==> config.mk <==
export PLATFORM = sky130hd
export DESIGN_NAME = spart_bus_driver
export DESIGN_NICKNAME = d
export VERILOG_FILES = /design/src/rtl/spart_bus_driver.sv
export SDC_FILE = /design/constraint.sdc
export NUM_CORES = 1
export LEC_CHECK = 0
export CELL_PAD_IN_SITES_DETAIL_PLACEMENT = 1
export CELL_PAD_IN_SITES_GLOBAL_PLACEMENT = 1
export CORE_MARGIN = 4
export CORE_UTILIZATION = 35
export CTS_CLUSTER_DIAMETER = 120
export DETAILED_ROUTE_END_ITERATION = 8
export PLACE_DENSITY_LB_ADDON = 0.1
export SLEW_MARGIN = 25
export SYNTH_ARGS = -nofsm -noshare
export SYNTH_HDL_FRONTEND = slang
export SYNTH_SLANG_ARGS = --single-unit
==> constraint.sdc <==
create_clock -name clk -period 2.5 [get_ports clk]
set_input_delay 0.5 -clock clk [delete_from_list [all_inputs] [get_ports clk]]
set_output_delay 0.5 -clock clk [all_outputs]
set_load 0.1 [all_outputs]
==> src/rtl/spart_bus_driver.sv <==
// spart_bus_driver
//   Bus-side controller for the SPART UART. After reset, and whenever br_cfg
//   changes while idle, it writes the 16-bit baud divisor (low byte, then high
//   byte) over the 8-bit I/O bus. Otherwise it echoes every received byte:
//   read the RX buffer, wait for the transmitter, write the byte back.
//
// Ports
//   clk, rst     system clock (rising edge), asynchronous active-high reset
//   br_cfg       baud select (00=4800, 01=9600, 10=19200, 11=38400)
//   rda, tbr     SPART receive-data-available / transmit-buffer-ready
//   data_in      bus read data, sampled at the edge that ends the RX read
//   iocs         chip select, low only in INIT
//   iorw         1 = read, 0 = write
//   ioaddr       register address (00 buffer, 01 status, 10/11 divisor lo/hi)
//   data_out     bus write data, data_oe enables it onto the tristate bus
//   rx_byte      last byte read from the RX buffer
//   echo_count   completed TX writes, wraps 255 -> 0
module spart_bus_driver (
    input  logic       clk,
    input  logic       rst,
    input  logic [1:0] br_cfg,
    input  logic       rda,
    input  logic       tbr,
    input  logic [7:0] data_in,
    output logic       iocs,
    output logic       iorw,
    output logic [1:0] ioaddr,
    output logic [7:0] data_out,
    output logic       data_oe,
    output logic [7:0] rx_byte,
    output logic [7:0] echo_count
);

    typedef enum logic [2:0] {
        StInit,
        StCfgLo,
        StCfgHi,
        StIdle,
        StRxRd,
        StTxWait,
        StTxWr
    } state_e;

    // Divisors for a 50 MHz clock.
    function automatic logic [15:0] divisor(input logic [1:0] sel);
        logic [15:0] d;
        case (sel)
            2'b00:   d = 16'h028A;
            2'b01:   d = 16'h0145;
            2'b10:   d = 16'h00A2;
            default: d = 16'h0050;
        endcase
        return d;
    endfunction

    state_e      state_q, state_d;
    logic [1:0]  cfg_q, cfg_d;
    logic [7:0]  rx_byte_q, rx_byte_d;
    logic [7:0]  echo_cnt_q, echo_cnt_d;

    logic        iocs_q, iocs_d;
    logic        iorw_q, iorw_d;
    logic [1:0]  ioaddr_q, ioaddr_d;
    logic [7:0]  data_out_q, data_out_d;
    logic        data_oe_q, data_oe_d;
    logic [15:0] div_d;

    // Next state and datapath registers.
    always_comb begin
        state_d    = state_q;
        cfg_d      = cfg_q;
        rx_byte_d  = rx_byte_q;
        echo_cnt_d = echo_cnt_q;
        unique case (state_q)
            StInit: begin
                cfg_d   = br_cfg;
                state_d = StCfgLo;
            end
            StCfgLo: state_d = StCfgHi;
            StCfgHi: state_d = StIdle;
            StIdle: begin
                // Reprogramming takes priority over a pending receive byte.
                if (br_cfg != cfg_q) begin
                    cfg_d   = br_cfg;
                    state_d = StCfgLo;
                end else if (rda) begin
                    state_d = StRxRd;
                end
            end
            StRxRd: begin
                rx_byte_d = data_in;
                state_d   = StTxWait;
            end
            StTxWait: begin
                if (tbr) begin
                    state_d = StTxWr;
                end
            end
            StTxWr: begin
                echo_cnt_d = echo_cnt_q + 8'd1;
                state_d    = StIdle;
            end
            default: state_d = StInit;
        endcase
    end

    // Bus outputs are decoded from the next state so they come straight out
    // of flops while still matching the state they belong to.
    always_comb begin
        div_d      = divisor(cfg_d);
        iocs_d     = 1'b1;
        iorw_d     = 1'b1;
        ioaddr_d   = 2'b01;
        data_out_d = 8'h00;
        data_oe_d  = 1'b0;
        unique case (state_d)
            StInit: iocs_d = 1'b0;
            StCfgLo: begin
                iorw_d     = 1'b0;
                ioaddr_d   = 2'b10;
                data_oe_d  = 1'b1;
                data_out_d = div_d[7:0];
            end
            StCfgHi: begin
                iorw_d     = 1'b0;
                ioaddr_d   = 2'b11;
                data_oe_d  = 1'b1;
                data_out_d = div_d[15:8];
            end
            StRxRd: ioaddr_d = 2'b00;
            StTxWr: begin
                iorw_d     = 1'b0;
                ioaddr_d   = 2'b00;
                data_oe_d  = 1'b1;
                data_out_d = rx_byte_d;
            end
            default: ;
        endcase
    end

    always_ff @(posedge clk or posedge rst) begin
        if (rst) begin
            state_q    <= StInit;
            cfg_q      <= 2'b00;
            rx_byte_q  <= 8'h00;
            echo_cnt_q <= 8'h00;
            iocs_q     <= 1'b0;
            iorw_q     <= 1'b1;
            ioaddr_q   <= 2'b01;
            data_out_q <= 8'h00;
            data_oe_q  <= 1'b0;
        end else begin
            state_q    <= state_d;
            cfg_q      <= cfg_d;
            rx_byte_q  <= rx_byte_d;
            echo_cnt_q <= echo_cnt_d;
            iocs_q     <= iocs_d;
            iorw_q     <= iorw_d;
            ioaddr_q   <= ioaddr_d;
            data_out_q <= data_out_d;
            data_oe_q  <= data_oe_d;
        end
    end

    assign iocs       = iocs_q;
    assign iorw       = iorw_q;
    assign ioaddr     = ioaddr_q;
    assign data_out   = data_out_q;
    assign data_oe    = data_oe_q;
    assign rx_byte    = rx_byte_q;
    assign echo_count = echo_cnt_q;

endmodule

# Word level (Yosys, flattened, before mapping)
# Index checks and enable logic that the tools add are counted.
# Widths: inputs -> output; s select.
[classes]
addsub = 1
eq_ne = 13
mux = 13
reduce_logical = 6
[op_table]
columns = ["operator", "count"]
rows = [
  ["$pmux 10 s3", 1],
  ["$pmux 8 s3", 1],
  ["$pmux 3 s6", 1],
  ["$eq 3x3->1 const B", 5],
  ["$eq 3x2->1 const B", 3],
  ["$mux 3", 3],
  ["$add 8x1->8 const B", 1],
  ["$mux 8", 1],
  ["$eq 3x1->1 const B", 2],
  ["$logic_not 3->1", 2],
  ["$pmux 2 s3", 1],
  ["$pmux 2 s2", 1],
  ["$reduce_or 2->1", 2],
  ["$mux 1", 3],
  ["$reduce_or 3->1", 1],
  ["$eq 2x1->1 const B", 1],
  ["$eq 2x2->1 const B", 1],
  ["$logic_not 2->1", 1],
  ["$mux 2", 1],
  ["$ne 2x2->1", 1],
]
[word_totals]
ff_bits = 34
input_bits = 14
output_inout_bits = 29

# Longest topological paths before layout
# Gate-level depths: netlist of the first run.
[depth]
word_depth = 6
ltp_mapped = 4
mapped_depth_nobuf = 4

# Worst setup path after synthesis of the first run
# Ideal clock, no wire load.
[synth_timing]
kind = "reg2reg"
from = "register echo_cnt_q[0], in the netlist echo_count[0]"
to = "register echo_cnt_q[4], in the netlist echo_count[4]"
setup_time_ns = 0.163
arrival_time_ns = 1.567
t_required_ns = 2.337
path_slack_ns = 0.771
path_stages_with_launch = 5
n_path_buf = 0
synth_period_minus_slack_ns = 1.729
cell_sequence = "dfrtp_1 > ha_1 > nand4b_1 > nor2_1 > xor2_1"
[synth_via]
elab_chain_len = 1
[synth_lines]
columns = ["element", "line_no", "rtl"]
rows = [
  ["from (decl)", "59", "logic [7:0] echo_cnt_q, echo_cnt_d;"],
  ["from (signal assigned)", "156", "echo_cnt_q <= echo_cnt_d;"],
  ["$add 8x1->8", "100", "echo_cnt_d = echo_cnt_q + 8'd1;"],
]
# Every way passes these cells.
# A chain may end at the register's enable or synchronous reset.

# Worst setup path in the final report of the first run
[layout_timing]
from = "register state_q[1]"
to = "register data_out_q[0], in the netlist data_out[0]"
[layout_via]
elab_chain_len = 5
word_cells_on_any_way = 22
[layout_lines]
columns = ["element", "line_no", "rtl"]
rows = [
  ["from (decl)", "56", "state_e state_q, state_d;"],
  ["from (signal assigned)", "143", "state_q <= StInit;"],
  ["from (signal assigned)", "153", "state_q <= state_d;"],
  ["$eq 3x2->1 (tied with other cells)", "74", "unique case (state_q)"],
  ["$pmux 2 s2 (tied with other cells)", "74", ""],
  ["$eq 2x2->1 (tied with other cells)", "47", "case (sel)"],
  ["$pmux 10 s3 (tied with other cells)", "47", ""],
  ["$pmux 8 s3 (*)", "116", "unique case (state_d)"],
  ["net data_out_d[0]", "64", "logic [7:0] data_out_q, data_out_d;"],
  ["to (signal assigned)", "160", "data_out_q <= data_out_d;"],
  ["to (decl)", "64", ""],
]
# The timed path passes the listed nets; every way through them passes the cells marked *.

==> run_results.csv, run 1 <==
group,metric,value,unit
run_status,status,"complete, no violations",
yosys,yosys_warnings,0,
sta,finClkSkew,0.00562,ns
routing,via_count,1186,
yosys,synth_top_family_by_area,"simple AND/OR/NAND/NOR gates",
yosys,synth_top_flop_cell,"dfrtp_1",
sta,fin_crit_sh,78.3,%
routing,routed_wirelength,3810,µm
clocking,clk_pin_slew_worst_paths,0.07,ns
finish,drive_above_1_share,32.7,%
placement,gp_congestion,0.814,
sta,slew_violations,0,
critical_path,cp-end-kind,"flop",
clocking,post-cts-setup-buffer-count,0,
finish,final_area,2030,µm²
grt,grt_pass1_wl,6470,µm
finish,nets,185,
sta,setup_viol,0,
finish,antenna_cells,0,
yosys,yosys.area_share.simple,12.7,%
critical_path,critical_path.startpoint_type,"flop",
die,initial_core_util,37.2,%
sta,min_period,1.96,ns
sta,rsz0062_at_grt,"no",
clocking,hold_buffers,0,
yosys,synth.area.mux_share,8.02,%
die,dieArea,5490,µm²
sta,finalHoldViolCount,0,
yosys,syn_avg_cell_area,12.3,µm²
clocking,cts_resized,0,
grt,grt_usage,16.0,%
placement,dp_hpwl,2720,µm
yosys,synthCells,124,
clocking,numCtsBuffers,5,
yosys,synth_area,1530,µm²
critical_path,setup.worst_path.class,"reg -> reg",
critical_path,crit_slowest_cell,"dfrtp_1",
finish,nFillCells,452,
yosys,synth-compound-area-share,12.3,%
yosys,synthAdderAreaFrac,0.818,%
die,fp-row-count,23,
die,core_area,4120,µm²
die,die_y,74.1,µm
critical_path,worstPathRequired,2.64,ns
clocking,cts_tree,"built",
die,ios,43,
clocking,clk_path_buf_depth,2,
placement,io_buffers,42,
grt,grt_start_max_net_pins,20,
yosys,synthArstFlopShare,100,%
yosys,syn-num-nets,139,
grt,grt_antenna_before_repair,0,
yosys,ys_seq_elements,34,
sta,whs,0.471,ns
yosys,synth_cell_types,40,
finish,syn2layout_area_growth,32.5,%
sta,slew_headroom,49.6,%
routing,wl_per_cell,17.2,µm
sta,tightest_slew,0.750,ns
routing,drtPass1Iterations,4,
job,drv_cap,0,
clocking,clock_latency,0.29,ns
placement,place_area,1930,µm²
placement,pre_cts_ws,0.378,ns
sta,tns,0,ns
sta,max_freq,511,MHz
sta,fin_ws,0.543,ns
grt,overflow,0,
routing,drt_iter0_drc,28,
critical_path,worstPathMaxFanout,14,
clocking,cts_root_buffer,"clkbuf_8",
yosys,synth_edf_count,0,
critical_path,max_stage_delay,0.68,ns
critical_path,critPathArrivalTime,2.09,ns
routing,drc,0,
routing,viasPerCell,5.37,
die,dieWidth,74.1,µm
critical_path,path_cells,"nand2_1 > nor3_1 > o31ai_1",
routing,ant_nets,0,
yosys,synth_xor_area_share,6.30,%
clocking,clock_sinks,34,
clocking,htreeDepth,2,
hold_path,hold_path.class,"reg -> reg",
yosys,yosysSeqAreaShare,55.8,%
grt,grt_pass1_vias,1273,
## synth_stat cells, types with 2 or more instances
| cell | number | share of area, % |
|---|---|---|
| a21oi_1 | 2 | 0.65 |
| nor2_1 | 4 | 0.98 |
| o31ai_1 | 3 | 1.5 |
| inv_1 | 8 | 2.0 |
| nand2_1 | 11 | 2.7 |
| nand3_1 | 2 | 0.65 |
| xor2_1 | 6 | 3.4 |
| mux2_2 | 10 | 7.4 |
| nor3_1 | 4 | 1.3 |
| dfrtp_1 | 32 | 52 |
| o311ai_0 | 2 | 1.1 |
| o41ai_1 | 3 | 1.7 |
| buf_2 | 2 | 0.65 |
| dfstp_2 | 2 | 3.4 |
| xnor2_1 | 5 | 2.9 |
| a31oi_1 | 2 | 0.82 |
| a32o_1 | 2 | 1.3 |
| o21ai_0 | 2 | 0.65 |
## layer usage
| metal | vias up | GRT usage, % | share of wire (%) |
|---|---|---|---|
| met5 | - | 0 | 0 |
| met4 | 0 | 7.65 | 2.3 |
| met3 | 7 | 6.22 | 6.9 |
| met2 | 38 | 26.6 | 51 |
| met1 | 603 | 18.2 | 40 |
| li1 | 538 | - | - |
## metrics by stage
stage,utilization (%),instances
6_report,49.2,221
5_1_grt,49.2,221
4_1_cts,49.2,221
3_5_place_dp,47.0,213
3_3_place_gp,47.0,213
2_1_floorplan,-,124
## cell families after synthesis
family / after synthesis
flops: 34
simple gates: 31
compound gates: 23
buf+inv: 13
xor+xnor: 11
mux: 11
fa+ha+maj: 1
## worst paths after layout
path                            endpoint  slack, ns          start  cells after the start
max                          data_out[0]       0.54     state_q[1]                      3
min                        echo_count[7]       0.47  echo_count[7]                      1
max reg2reg                  data_out[0]       0.54     state_q[1]                      3
min reg2reg                echo_count[7]       0.47  echo_count[7]                      1
min in group asynchronous  echo_count[6]       0.61            rst                      2
max in group asynchronous     rx_byte[1]       1.35            rst                      3
## state kept, by name, indices dropped and copies added, names as in the netlist
register / cells
iorw: 1
data_oe: 1
ioaddr: 2
state_q: 3
iocs: 1
echo_count: 8
rx_byte: 8
data_out: 8
cfg_q: 2
## layout make-up
type	count	area, µm²	share of cell area (%)
flip-flops and latches	34	853	42.1
clock buffers	7	86.3	4.26
multi-input cells	77	613	30.3
well taps	50	62.6	3.09
clock inverters	1	5.00	0.247
inverters	8	30.0	1.48
repair buffers	44	375	18.5
## critical path: cells and delay by family (launching register included)
family	cells	cell delay [ns]
DFF	1	0.68
and+or+nand+nor	2	0.94
AOI/OAI and AO/OA	1	0.18
## placed cells by master, fill, tap and decap left out, types with 2 or more instances in the layout
cell / count
nor3_1: 4
nand2_1: 11
dfstp_2: 2
dfrtp_1: 32
clkdlybuf4s50_1: 13
a31oi_1: 2
xor2_1: 6
o31ai_1: 3
mux2_2: 10
nor2_1: 4
o311ai_0: 2
o21ai_0: 2
clkbuf_8: 6
xnor2_1: 5
a21oi_1: 2
nand3_1: 2
o41ai_1: 3
a32o_1: 2
inv_1: 8
buf_4: 30
Power of run 1 is left out: the tool's default activity adds up to more than one toggle a clock period on the data nets, which glitch-free logic cannot reach.
==> run 2, diff against run 1 <==
--- a/config.mk
+++ b/config.mk
@@ -8,7 +8,7 @@
 export CELL_PAD_IN_SITES_DETAIL_PLACEMENT = 1
 export CELL_PAD_IN_SITES_GLOBAL_PLACEMENT = 1
 export CORE_MARGIN = 4
-export CORE_UTILIZATION = 35
+export CORE_UTILIZATION = 33
 export CTS_CLUSTER_DIAMETER = 120
 export DETAILED_ROUTE_END_ITERATION = 8
 export PLACE_DENSITY_LB_ADDON = 0.1
==> constraint.sdc (replaced) <==
create_clock -name clk -period 1.8 [get_ports clk]
set_input_delay 0.36 -clock clk [delete_from_list [all_inputs] [get_ports clk]]
set_output_delay 0.36 -clock clk [all_outputs]
set_load 0.1 [all_outputs]
==> run_results.csv, run 2 (synthesis results as in run 1) <==
group,metric,value,unit
run_status,status,"complete, no violations",
sta,tightest_slew,0.436,ns
clocking,clk_path_buf_depth,2,
die,initial_core_util,34.6,%
critical_path,worstPathRequired,1.96,ns
sta,min_period,1.62,ns
sta,tns,0,ns
routing,drt_iter0_drc,70,
routing,viasPerCell,5.07,
finish,nets,194,
clocking,clock_sinks,34,
sta,setup_viol,0,
routing,drtPass1Iterations,4,
routing,routed_wirelength,3980,µm
clocking,clk_pin_slew_worst_paths,0.07,ns
placement,place_area,2350,µm²
critical_path,cp-end-kind,"flop",
critical_path,critPathArrivalTime,1.78,ns
sta,fin_crit_sh,90.1,%
grt,overflow,0,
grt,grt_antenna_before_repair,0,
die,ios,43,
die,core_area,4410,µm²
finish,drive_above_1_share,36.7,%
finish,syn2layout_area_growth,60.3,%
die,dieArea,5790,µm²
sta,slew_violations,0,
clocking,hold_buffers,0,
job,drv_cap,0,
clocking,cts_root_buffer,"clkbuf_8",
sta,rsz0062_at_grt,"no",
finish,final_util,55.5,%
grt,grt_start_max_net_pins,35,
critical_path,critical-path-top-delay-family,"compound AO/OA/AOI/OAI gates",
critical_path,crit_buf_inv,0,
placement,gp_congestion,0.799,
critical_path,reg2reg_from,"state_q[1]",
clocking,clock_latency,0.28,ns
hold_path,hold_path.class,"in -> async",
grt,grt_pass1_wl,6760,µm
critical_path,path_cells,"nand2_1 > a21o_1 > o41ai_1",
grt,grt_pass1_vias,1309,
critical_path,max_stage_delay,0.54,ns
finish,final_common_cell,"dfrtp_1",
critical_path,worstPathMaxFanout,9,
placement,dp_hpwl,3030,µm
critical_path,r2r_cells,3,
critical_path,reg2reg_to,"data_out[3]",
finish,final_area,2450,µm²
critical_path,crit_slowest_cell,"dfrtp_1",
clocking,numCtsBuffers,5,
routing,drc,0,
grt,grt_usage,14.5,%
routing,via_count,1177,
critical_path,setup.worst_path.class,"reg -> reg",
sta,slew_headroom,70.9,%
critical_path,cp-startpoint,"state_q[1]",
finish,layout_common_cells,"dfrtp_1 (32), buf_12 (29), clkdlybuf4s50_1 (13), nand2_1 (11), buf_4 (11)",
critical_path,critical_path.startpoint_type,"flop",
sta,max_freq,617,MHz
die,dieWidth,76.1,µm
die,die_y,76.1,µm
clocking,cts_tree,"built",
critical_path,rrSetupSlack,0.18,ns
routing,ant_nets,0,
routing,wl_per_cell,17.2,µm
clocking,htreeDepth,2,
sta,finClkSkew,0.00529,ns
sta,whs,0.460,ns
finish,antenna_cells,0,
placement,io_buffers,42,
die,fp-row-count,24,
sta,finalHoldViolCount,0,
[run 2: layout make-up]
cell class	count	area, µm²
Clock inverter	1	5.00
Clock buffer	7	86.3
Tap cell	52	65.1
Timing Repair Buffer	53	793
Inverter	8	30.0
Fill cell	444	1960
Multi-Input combinational cell	77	618
Sequential cell	34	853
[run 2: per-stage QoR]
step	cells	setup slack (ns)
after floorplan	124	0.0707
after global placement	224	0.0224
after detailed placement	224	-0.100
after CTS	232	0.114
after global routing	232	0.0525
final	232	0.179
[run 2: worst min-delay path, delay by kind of cell]
kind | cells | cell delay, ns
buffers and inverters | 3 | 0.81
[run 2: how the worst max path moves through the flow]
stage / endpoint / slack, ns / depth (start not counted)
6_report: data_out[3] / 0.18 / 3
5_1_grt: data_out[3] / 0.05 / 3
4_1_cts: data_out[2] / 0.11 / 3
3_5_place_dp: data_out[2] / -0.10 / 4
3_3_place_gp: state_q[0] / 0.02 / 5
2_1_floorplan: echo_count[4] / 0.07 / 4
[run 2: timing repair]
item / CTS / global route
resized for setup: 0 / 1
buffers inserted: 0 / 0
endpoints found under the setup margin: 0 / 1
[run 2: metal layers]
layer | track usage (%) | share of wire, % | vias up
met5 | 0 | 0 | -
met4 | 5.77 | 1.5 | 0
met3 | 4.14 | 4.3 | 7
met2 | 22.4 | 48 | 25
met1 | 19.2 | 46 | 588
li1 | - | - | 557
Power of run 2 is left out for the same reason.
